## src/rtl/ex_muldiv_unit_pkg.sv

```systemverilog
// ----------------------------------------------------------------------------
// ex_muldiv_unit_pkg
// Shared definitions for the EX-stage multiply/divide unit.
//   DATA_W     : datapath width of operands and HI/LO
//   MD_OP_BIT  : width of the md_op code carried in the ID/EX register
//   md_op_t    : md_op code type, MD_* constants are the decoded operations
//   neg32()    : two's-complement negate on the datapath width
// ----------------------------------------------------------------------------
package ex_muldiv_unit_pkg;

    localparam int DATA_W    = 32;
    localparam int MD_OP_BIT = 4;

    typedef logic [MD_OP_BIT-1:0] md_op_t;

    localparam md_op_t MD_NOP   = 4'd0;
    localparam md_op_t MD_MULT  = 4'd1;
    localparam md_op_t MD_MULTU = 4'd2;
    localparam md_op_t MD_DIV   = 4'd3;
    localparam md_op_t MD_DIVU  = 4'd4;
    localparam md_op_t MD_MFHI  = 4'd5;
    localparam md_op_t MD_MFLO  = 4'd6;
    localparam md_op_t MD_MTHI  = 4'd7;
    localparam md_op_t MD_MTLO  = 4'd8;

    function automatic logic [DATA_W-1:0] neg32(input logic [DATA_W-1:0] v);
        return ~v + 32'd1;
    endfunction

endpackage

```

## src/rtl/ex_muldiv_unit_if.sv

```systemverilog
// ----------------------------------------------------------------------------
// ex_muldiv_unit_if
// Bundle between the pipeline (master) and the multiply/divide unit (slave).
//   ex_en      : EX holds a live instruction
//   md_op      : decoded md operation from ID/EX
//   md_data_a  : forwarded rs operand
//   md_data_b  : forwarded rt operand
//   cancel     : flush of the in-flight md operation
//   md_stall   : freeze request to the hazard unit
//   md_busy    : MUL/DIV/FIX active
//   md_done    : one-cycle pulse after a MULT/DIV result lands in HI/LO
//   md_result  : MFHI/MFLO read data
//   hi, lo     : architectural HI/LO
// ----------------------------------------------------------------------------
interface ex_muldiv_unit_if;
    import ex_muldiv_unit_pkg::*;

    logic              ex_en;
    md_op_t            md_op;
    logic [DATA_W-1:0] md_data_a;
    logic [DATA_W-1:0] md_data_b;
    logic              cancel;
    logic              md_stall;
    logic              md_busy;
    logic              md_done;
    logic [DATA_W-1:0] md_result;
    logic [DATA_W-1:0] hi;
    logic [DATA_W-1:0] lo;

    modport master (
        output ex_en, md_op, md_data_a, md_data_b, cancel,
        input  md_stall, md_busy, md_done, md_result, hi, lo
    );

    modport slave (
        input  ex_en, md_op, md_data_a, md_data_b, cancel,
        output md_stall, md_busy, md_done, md_result, hi, lo
    );

endinterface

```

## src/rtl/ex_muldiv_unit_md_divider.sv

```systemverilog
// ----------------------------------------------------------------------------
// md_divider
// Unsigned 32/32 restoring divider, one quotient bit per cycle (32 steps).
//   clk, rst   : clock, synchronous active-high reset
//   start      : load dividend/divisor and begin
//   dividend   : unsigned dividend
//   divisor    : unsigned divisor (0 yields quotient all-ones, remainder=dividend)
//   cancel     : abandon the running division
//   quotient   : final quotient, valid while done is high
//   remainder  : final remainder, valid while done is high
//   done       : one-cycle pulse in the cycle after the last step
// ----------------------------------------------------------------------------
module md_divider
    import ex_muldiv_unit_pkg::*;
(
    input  logic              clk,
    input  logic              rst,
    input  logic              start,
    input  logic [DATA_W-1:0] dividend,
    input  logic [DATA_W-1:0] divisor,
    input  logic              cancel,
    output logic [DATA_W-1:0] quotient,
    output logic [DATA_W-1:0] remainder,
    output logic              done
);

    logic              r_run;
    logic              r_done;
    logic [4:0]        r_cnt;
    logic [DATA_W-1:0] r_rem;
    logic [DATA_W-1:0] r_quo;
    logic [DATA_W-1:0] r_dvsr;

    logic [DATA_W:0]   w_shift;
    logic [DATA_W:0]   w_diff;

    // Remainder:quotient shift left by one; the dividend bits drain out of
    // r_quo's MSB while quotient bits fill in at its LSB.
    assign w_shift = {r_rem, r_quo[DATA_W-1]};
    assign w_diff  = w_shift - {1'b0, r_dvsr};

    always_ff @(posedge clk) begin
        if (rst) begin
            r_run  <= 1'b0;
            r_done <= 1'b0;
            r_cnt  <= 5'd0;
            r_rem  <= '0;
            r_quo  <= '0;
            r_dvsr <= '0;
        end else begin
            r_done <= 1'b0;
            if (cancel) begin
                r_run <= 1'b0;
            end else if (start) begin
                r_run  <= 1'b1;
                r_cnt  <= 5'd31;
                r_rem  <= '0;
                r_quo  <= dividend;
                r_dvsr <= divisor;
            end else if (r_run) begin
                // Trial subtract; keep the difference only if it did not borrow.
                if (!w_diff[DATA_W]) begin
                    r_rem <= w_diff[DATA_W-1:0];
                    r_quo <= {r_quo[DATA_W-2:0], 1'b1};
                end else begin
                    r_rem <= w_shift[DATA_W-1:0];
                    r_quo <= {r_quo[DATA_W-2:0], 1'b0};
                end
                r_cnt <= r_cnt - 5'd1;
                if (r_cnt == 5'd0) begin
                    r_run  <= 1'b0;
                    r_done <= 1'b1;
                end
            end
        end
    end

    assign quotient  = r_quo;
    assign remainder = r_rem;
    assign done      = r_done;

endmodule

```

## src/rtl/ex_muldiv_unit.sv

```systemverilog
// ----------------------------------------------------------------------------
// ex_muldiv_unit
// EX-stage multiply/divide unit owning the architectural HI/LO registers.
// MULT/MULTU complete MUL_CYCLES cycles after issue; DIV/DIVU run 32 restoring
// steps plus one sign-fix cycle (33 busy cycles). MFHI/MFLO read combinationally,
// MTHI/MTLO write at the accept edge. Any md op seen while busy raises md_stall.
//   clk, rst   : clock, synchronous active-high reset
//   md_if      : slave side of ex_muldiv_unit_if (operands, op, cancel in;
//                md_stall, md_busy, md_done, md_result, hi, lo out)
// Parameter MUL_CYCLES (1..8): cycles from MULT issue edge to HI/LO write.
// ----------------------------------------------------------------------------
module ex_muldiv_unit
    import ex_muldiv_unit_pkg::*;
#(
    parameter int MUL_CYCLES = 3
) (
    input  logic            clk,
    input  logic            rst,
    ex_muldiv_unit_if.slave md_if
);

    localparam logic [1:0] ST_IDLE = 2'd0;
    localparam logic [1:0] ST_MUL  = 2'd1;
    localparam logic [1:0] ST_DIV  = 2'd2;
    localparam logic [1:0] ST_FIX  = 2'd3;

    logic [1:0]        r_state;
    logic [4:0]        r_cnt;
    logic [DATA_W-1:0] r_hi;
    logic [DATA_W-1:0] r_lo;
    logic [DATA_W-1:0] r_op_a;
    logic [DATA_W-1:0] r_op_b;
    logic              r_mul_signed;
    logic              r_q_neg;
    logic              r_r_neg;
    logic              r_done;

    logic                     w_busy;
    logic                     w_is_md_op;
    logic                     w_accept;
    logic                     w_signed_div;
    logic                     w_div_start;
    logic [DATA_W-1:0]        w_div_dividend;
    logic [DATA_W-1:0]        w_div_divisor;
    logic [DATA_W-1:0]        w_div_quo;
    logic [DATA_W-1:0]        w_div_rem;
    logic                     w_div_done;
    logic signed [2*DATA_W-1:0] w_mul_a;
    logic signed [2*DATA_W-1:0] w_mul_b;
    logic signed [2*DATA_W-1:0] w_prod;

    assign w_busy     = (r_state != ST_IDLE);
    assign w_is_md_op = (md_if.md_op != MD_NOP);
    assign w_accept   = md_if.ex_en & ~md_if.cancel & ~w_busy & w_is_md_op;

    assign w_signed_div = (md_if.md_op == MD_DIV);
    assign w_div_start  = w_accept & ((md_if.md_op == MD_DIV) | (md_if.md_op == MD_DIVU));

    // The divider core is unsigned; signed DIV feeds it magnitudes and the
    // signs are restored in FIX. |0x8000_0000| stays 0x8000_0000, which as an
    // unsigned magnitude is exactly right.
    assign w_div_dividend = (w_signed_div && md_if.md_data_a[DATA_W-1]) ?
                            neg32(md_if.md_data_a) : md_if.md_data_a;
    assign w_div_divisor  = (w_signed_div && md_if.md_data_b[DATA_W-1]) ?
                            neg32(md_if.md_data_b) : md_if.md_data_b;

    // A 64x64 product truncated to 64 bits gives the exact 32x32 result for
    // both sign- and zero-extended operands.
    assign w_mul_a = {{DATA_W{r_mul_signed & r_op_a[DATA_W-1]}}, r_op_a};
    assign w_mul_b = {{DATA_W{r_mul_signed & r_op_b[DATA_W-1]}}, r_op_b};
    assign w_prod  = w_mul_a * w_mul_b;

    md_divider u_divider (
        .clk       (clk),
        .rst       (rst),
        .start     (w_div_start),
        .dividend  (w_div_dividend),
        .divisor   (w_div_divisor),
        .cancel    (md_if.cancel),
        .quotient  (w_div_quo),
        .remainder (w_div_rem),
        .done      (w_div_done)
    );

    always_ff @(posedge clk) begin
        if (rst) begin
            r_state      <= ST_IDLE;
            r_cnt        <= 5'd0;
            r_hi         <= '0;
            r_lo         <= '0;
            r_op_a       <= '0;
            r_op_b       <= '0;
            r_mul_signed <= 1'b0;
            r_q_neg      <= 1'b0;
            r_r_neg      <= 1'b0;
            r_done       <= 1'b0;
        end else begin
            r_done <= 1'b0;
            case (r_state)
                ST_IDLE: begin
                    if (w_accept) begin
                        case (md_if.md_op)
                            MD_MTHI: r_hi <= md_if.md_data_a;
                            MD_MTLO: r_lo <= md_if.md_data_a;
                            MD_MULT, MD_MULTU: begin
                                r_op_a       <= md_if.md_data_a;
                                r_op_b       <= md_if.md_data_b;
                                r_mul_signed <= (md_if.md_op == MD_MULT);
                                r_cnt        <= 5'(MUL_CYCLES - 1);
                                r_state      <= ST_MUL;
                            end
                            MD_DIV, MD_DIVU: begin
                                r_op_a  <= md_if.md_data_a;
                                r_op_b  <= md_if.md_data_b;
                                r_q_neg <= w_signed_div &
                                           (md_if.md_data_a[DATA_W-1] ^ md_if.md_data_b[DATA_W-1]);
                                r_r_neg <= w_signed_div & md_if.md_data_a[DATA_W-1];
                                r_cnt   <= 5'd31;
                                r_state <= ST_DIV;
                            end
                            default: ;
                        endcase
                    end
                end
                ST_MUL: begin
                    if (md_if.cancel) begin
                        r_state <= ST_IDLE;
                    end else if (r_cnt == 5'd0) begin
                        {r_hi, r_lo} <= w_prod;
                        r_state      <= ST_IDLE;
                        r_done       <= 1'b1;
                    end else begin
                        r_cnt <= r_cnt - 5'd1;
                    end
                end
                ST_DIV: begin
                    if (md_if.cancel) begin
                        r_state <= ST_IDLE;
                    end else if (r_cnt == 5'd0) begin
                        r_state <= ST_FIX;
                    end else begin
                        r_cnt <= r_cnt - 5'd1;
                    end
                end
                ST_FIX: begin
                    // The divider's done pulse marks the cycle its quotient and
                    // remainder are final, which coincides with FIX.
                    if (md_if.cancel) begin
                        r_state <= ST_IDLE;
                    end else if (w_div_done) begin
                        if (r_op_b == '0) begin
                            // Divide by zero: fixed all-ones quotient, the
                            // original (signed) dividend as remainder.
                            r_lo <= '1;
                            r_hi <= r_op_a;
                        end else begin
                            r_lo <= r_q_neg ? neg32(w_div_quo) : w_div_quo;
                            r_hi <= r_r_neg ? neg32(w_div_rem) : w_div_rem;
                        end
                        r_state <= ST_IDLE;
                        r_done  <= 1'b1;
                    end
                end
                default: r_state <= ST_IDLE;
            endcase
        end
    end

    assign md_if.md_stall  = w_busy & md_if.ex_en & w_is_md_op;
    assign md_if.md_busy   = w_busy;
    assign md_if.md_done   = r_done;
    assign md_if.md_result = (md_if.md_op == MD_MFHI) ? r_hi :
                             (md_if.md_op == MD_MFLO) ? r_lo : '0;
    assign md_if.hi        = r_hi;
    assign md_if.lo        = r_lo;

endmodule

```

## src/flat_wrapper.sv

```systemverilog
// flat-port wrapper written by rule: the top's interface ports become plain ports
module ex_muldiv_unit_flat import ex_muldiv_unit_pkg::*;
#(
    parameter int MUL_CYCLES = 3
)
  (clk, rst, md_if_ex_en, md_if_md_op, md_if_md_data_a, md_if_md_data_b, md_if_cancel, md_if_md_stall, md_if_md_busy, md_if_md_done, md_if_md_result, md_if_hi, md_if_lo);
  ex_muldiv_unit_if md_if_i ();
  input  logic clk;
  input  logic rst;
  input wire logic [$bits(md_if_i.ex_en)-1:0] md_if_ex_en;
  input wire logic [$bits(md_if_i.md_op)-1:0] md_if_md_op;
  input wire logic [$bits(md_if_i.md_data_a)-1:0] md_if_md_data_a;
  input wire logic [$bits(md_if_i.md_data_b)-1:0] md_if_md_data_b;
  input wire logic [$bits(md_if_i.cancel)-1:0] md_if_cancel;
  output wire logic [$bits(md_if_i.md_stall)-1:0] md_if_md_stall;
  output wire logic [$bits(md_if_i.md_busy)-1:0] md_if_md_busy;
  output wire logic [$bits(md_if_i.md_done)-1:0] md_if_md_done;
  output wire logic [$bits(md_if_i.md_result)-1:0] md_if_md_result;
  output wire logic [$bits(md_if_i.hi)-1:0] md_if_hi;
  output wire logic [$bits(md_if_i.lo)-1:0] md_if_lo;
  assign md_if_i.ex_en = md_if_ex_en;
  assign md_if_i.md_op = md_if_md_op;
  assign md_if_i.md_data_a = md_if_md_data_a;
  assign md_if_i.md_data_b = md_if_md_data_b;
  assign md_if_i.cancel = md_if_cancel;
  assign md_if_md_stall = md_if_i.md_stall;
  assign md_if_md_busy = md_if_i.md_busy;
  assign md_if_md_done = md_if_i.md_done;
  assign md_if_md_result = md_if_i.md_result;
  assign md_if_hi = md_if_i.hi;
  assign md_if_lo = md_if_i.lo;
  ex_muldiv_unit #(.MUL_CYCLES(MUL_CYCLES)) u_core (.clk(clk), .rst(rst), .md_if(md_if_i));
endmodule
```

## config.mk

```make
export PLATFORM = sky130hd
export DESIGN_NAME = ex_muldiv_unit_flat
export DESIGN_NICKNAME = d
export VERILOG_FILES = /design/src/rtl/ex_muldiv_unit_pkg.sv /design/src/rtl/ex_muldiv_unit_if.sv /design/src/rtl/ex_muldiv_unit_md_divider.sv /design/src/rtl/ex_muldiv_unit.sv /design/src/flat_wrapper.sv
export SDC_FILE = /design/constraint.sdc
export NUM_CORES = 2
export LEC_CHECK = 0
export BUFFER_PORTS_ARGS = -buffer_cell sky130_fd_sc_hd__buf_2
export CORE_MARGIN = 8
export CORE_UTILIZATION = 40
export CTS_BUF_LIST = sky130_fd_sc_hd__clkbuf_8
export CTS_CLUSTER_SIZE = 25
export DETAILED_ROUTE_END_ITERATION = 16
export GPL_ROUTABILITY_DRIVEN = 0
export HOLD_SLACK_MARGIN = 0.02
export PLACE_DENSITY = 0.6
export SYNTH_ARGS = -nofsm -noshare
export SYNTH_HDL_FRONTEND = slang
export SYNTH_HIERARCHICAL = 1
export SYNTH_SLANG_ARGS = --single-unit
```

## constraint.sdc

```tcl
create_clock -name clk -period 10.8 [get_ports clk]
set_input_delay 1.08 -clock clk [delete_from_list [all_inputs] [get_ports clk]]
set_output_delay 1.08 -clock clk [all_outputs]
set_load 0.05 [all_outputs]
```

==> results.md <==
* Startpoint types: flip-flop
* Clock Sinks at around 240
* Syn Nets at 7800
* Hold Violations, Final at 0
* HP Class: flip-flop to flip-flop
* Max-cap violations at 0
* Final setup vio count at 0
* Initial antenna violation count at 8
* Main area contributors after synthesis: fa_1 42%, dfxtp_1 9.0%, inv_1 8.3%, nand2_1 7.5%, ha_1 5.9%
* # DRC at 0
* Core Region at 134800 sq um
* Area leader, netlist: fa_1
* Crit-path most repeated cell: fa_1
* GRT met3 Usage at 0.03039
* Clock latency on the worst-skew pair at 0.66 ns
* Drt first pass iters at 9
* Logic pwr share at 0.396
* Gr usage total at 0.2241
* TNS Setup at 0 ns
* PwrDens at 63.94 nW/um^2
* Post-synth top flop: dfxtp_1
* H-tree depth at 2
* Largest net degree at the start of global routing at 76
* Global-route wire length before repair at 262100 um
* Min cycle time layout at 9.115 ns
* Seq pwr share at 0.315
* Grt met2 use at 0.3790
* Final #Nets at ~7700
* Initial DRC count at 3433
* Status: completed
* Routed Antenna Nets at 0
* Final Max Slew Viols at 0
* Clock network power share at 0.289
* Relative slew margins at 0.05972
* Global route hottest layer: met2
* Fillers at 13563
* Leakage at 26.80 nW
* Root Driver: clkbuf_8
* Max incr delay on CP at ~0.84 ns
* Actual slew at the worst max-slew pin at 1.393 ns
* Non-Filler Instances at 8057
* HPWL after DPL at 133000 um
* IO Count at 171
* Vias at between 40000 and 50000
* Cts bufs inserted at 47
* Met1 track demand over resource at 0.2951
* Vias in the first global route at between 40000 and 50000
* Endpoint class of the critical path: flip-flop
* Yosys top cell area share at 0.4171
* Yosys cell types at 87
* Fin Clk Skew at 0.05482 ns
* Vias per cell at 5.395
* Placed insts at 7967
* Max IR drop VDD at 0.09912 mV
* Syn Area/Cell at 8.518 sq um
* Clock-pin slew on the worst setup and hold paths at around 0.060 ns
* Worst Path Buf+Inv at 7
* I/O Buffers at 170
* Grt ovf at 0
* Setup repair bufs after CTS at 0
* Ys Warns at 6
* Area of the die at roughly 150000 sq um
* Post-Syn Instances at roughly 6300
* Fraction of layout instances using a drive strength above 1 at 0.06649
* Sw Share at 0.4668
* Sw power at 1.713 mW
* CP delay by family, top: adder cells
* Synthesis-to-layout area growth at 6.195%
* Die extent in x at about 380 um
* Mapped cell area at 54040 sq um
* Worst EP required at 11.36 ns
* Crit Path Category: flip-flop to flip-flop
* WP data arrival at 9.67 ns
* Routed WL at 165100 um
* Peak Freq at between 100 and 150 MHz
* Int Pwr at 1.957 mW
* Routed WL per cell at 20.49 um
* Post-synth EDFFs at 0
* Starting Density at 0.4009
* Height of the chip at 383.6 um
* Crit path max-delay cell type: fa_1
* CP max FO at 13
* CTS Hold Buffers Added at 0
* RSZ-0062 raised after global routing: no
* Post-CTS Resized at 0
* Clock Path Buffers at 3
* Synth Register Bits at 242
* Period utilization at 0.8440
* FP Rows at between 100 and 150
* Seq/Total Area, Yosys at 0.08964
* TritonCTS clock tree: done
* Post-synth ARST share at 0
[synth_stat cells (24+ instances only)]
cell type,instances
a211oi_1,72
a21o_1,45
a21oi_1,261
a221oi_1,33
a22o_1,33
a31oi_1,30
and2_1,359
and3_1,36
clkbuf_1,409
dfxtp_1,242
fa_1,1126
ha_1,257
inv_1,1199
mux2i_1,64
nand2_1,1082
nand3_1,44
nor2_1,196
nor3_1,42
nor4_1,28
o21ai_0,143
o21ai_1,24
o31ai_1,35
xnor2_1,111
xor2_1,77
[sequential cells by signal, indices dropped and copies added (netlist names), 5 cells and up]
signal,cells
u_core/u_divider/r_dvsr,32
u_core/r_op_b,32
u_core/md_if.lo,32
u_core/r_op_a,32
u_core/md_if.hi,32
u_core/u_divider/quotient,32
u_core/u_divider/remainder,32
u_core/u_divider/r_cnt,5
u_core/r_cnt,5
[logic make-up (layout without fill, tap and decap cells)]
group,after synthesis,after routing,synth area share
XOR/XNOR,191,191,0.03172
buffers and inverters,1632,1559,0.1140
multiplexers,66,66,0.01227
adder cells (fa/ha/maj),1383,1383,0.4766
other,0,4,0
flip-flops,242,242,0.08964
AO/OA/AOI/OAI,872,872,0.1068
AND/OR/NAND/NOR,1959,1959,0.1690
[power by group through the flow]
stage          Combinational [mW]  Sequential [mW]  Clock [mW]
2_1_floorplan               0.760             1.31           0
3_3_place_gp                 1.41             1.17           0
3_5_place_dp                 1.42             1.17           0
4_1_cts                      1.43             1.15        1.08
5_1_grt                      1.53             1.16        1.12
6_report                     1.45             1.16        1.06
[tightest hold or removal path, cell delays in order (launching register included)]
cell     delay [ns]
dfxtp_1        0.31
nand2_1        0.05
a21oi_1        0.05
[path summary, 6_finish.rpt]
check / cells past startpoint / slack, ns / startpoint / end
max: 25 / 1.68 / u_core/r_mul_signed$_SDFFE_PP0P_ / u_core/md_if.hi[23]$_SDFFE_PP0P_
min: 2 / 0.46 / u_core/u_divider/r_dvsr[12]$_SDFFE_PP0P_ / u_core/u_divider/r_dvsr[12]$_SDFFE_PP0P_
max reg2reg: 25 / 1.68 / u_core/r_mul_signed$_SDFFE_PP0P_ / u_core/md_if.hi[23]$_SDFFE_PP0P_
min reg2reg: 2 / 0.46 / u_core/u_divider/r_dvsr[12]$_SDFFE_PP0P_ / u_core/u_divider/r_dvsr[12]$_SDFFE_PP0P_
[metal layers]
metal	vias up	part of all wire
met5	-	0.00018
met4	4	0.042
met3	326	0.069
met2	1548	0.48
met1	22238	0.41
li1	19353	-
[metrics by stage]
| stage | total power, mW | setup slack, ns | util | cell area [sq um] | hold slack (ns) |
|---|---|---|---|---|---|
| after floorplan | 2.070 | 2.595 | - | 54040 | 0.4363 |
| after global placement | 2.581 | 1.922 | 0.4179 | 56330 | 0.4440 |
| after detailed placement | 2.593 | 1.795 | 0.4179 | 56330 | 0.4463 |
| after CTS | 3.656 | 1.760 | 0.4257 | 57380 | 0.4548 |
| after global routing | 3.807 | 1.172 | 0.4258 | 57390 | 0.4749 |
| final | 3.670 | 1.685 | 0.4258 | 57390 | 0.4554 |
[layout make-up]
cell class | count | area, sq um | area share
repair buffers | 274 | 1675 | 0.02919
clock buffers | 56 | 770.7 | 0.01343
multi-input cells | 4471 | 43080 | 0.7507
diodes | 4 | 10.01 | 0.0001744
flip-flops and latches | 242 | 4846 | 0.08443
inverters | 1199 | 4501 | 0.07842
well taps | 1781 | 2228 | 0.03883
clock inverters | 30 | 277.8 | 0.004840
[placed cells by master, fill, tap and decap left out, drive strengths merged, types with 10 or more instances in the layout]
cell,Yosys,final
inv,1199,1213
or3,22,22
nor2,196,196
nand2,1082,1082
and3,36,36
or4,20,20
a311oi,16,16
o211ai,23,23
a21o,45,45
clkbuf,409,56
xnor2,111,111
and2,360,360
ha,257,257
o21ai,167,167
xor2,77,77
o21a,16,16
a211oi,75,75
nor3,43,43
a221oi,33,33
a211o,12,12
o41ai,22,22
nand3b,19,19
or2,22,22
o31ai,37,37
nand2b,23,23
clkinv,0,10
a31oi,30,30
nand4,23,23
nor4,34,34
nand3,44,44
a21oi,261,261
a22o,33,33
dfxtp,242,242
o21bai,17,17
buf,24,274
fa,1126,1126
mux2i,64,64
Power figures use the tool's default switching activity.
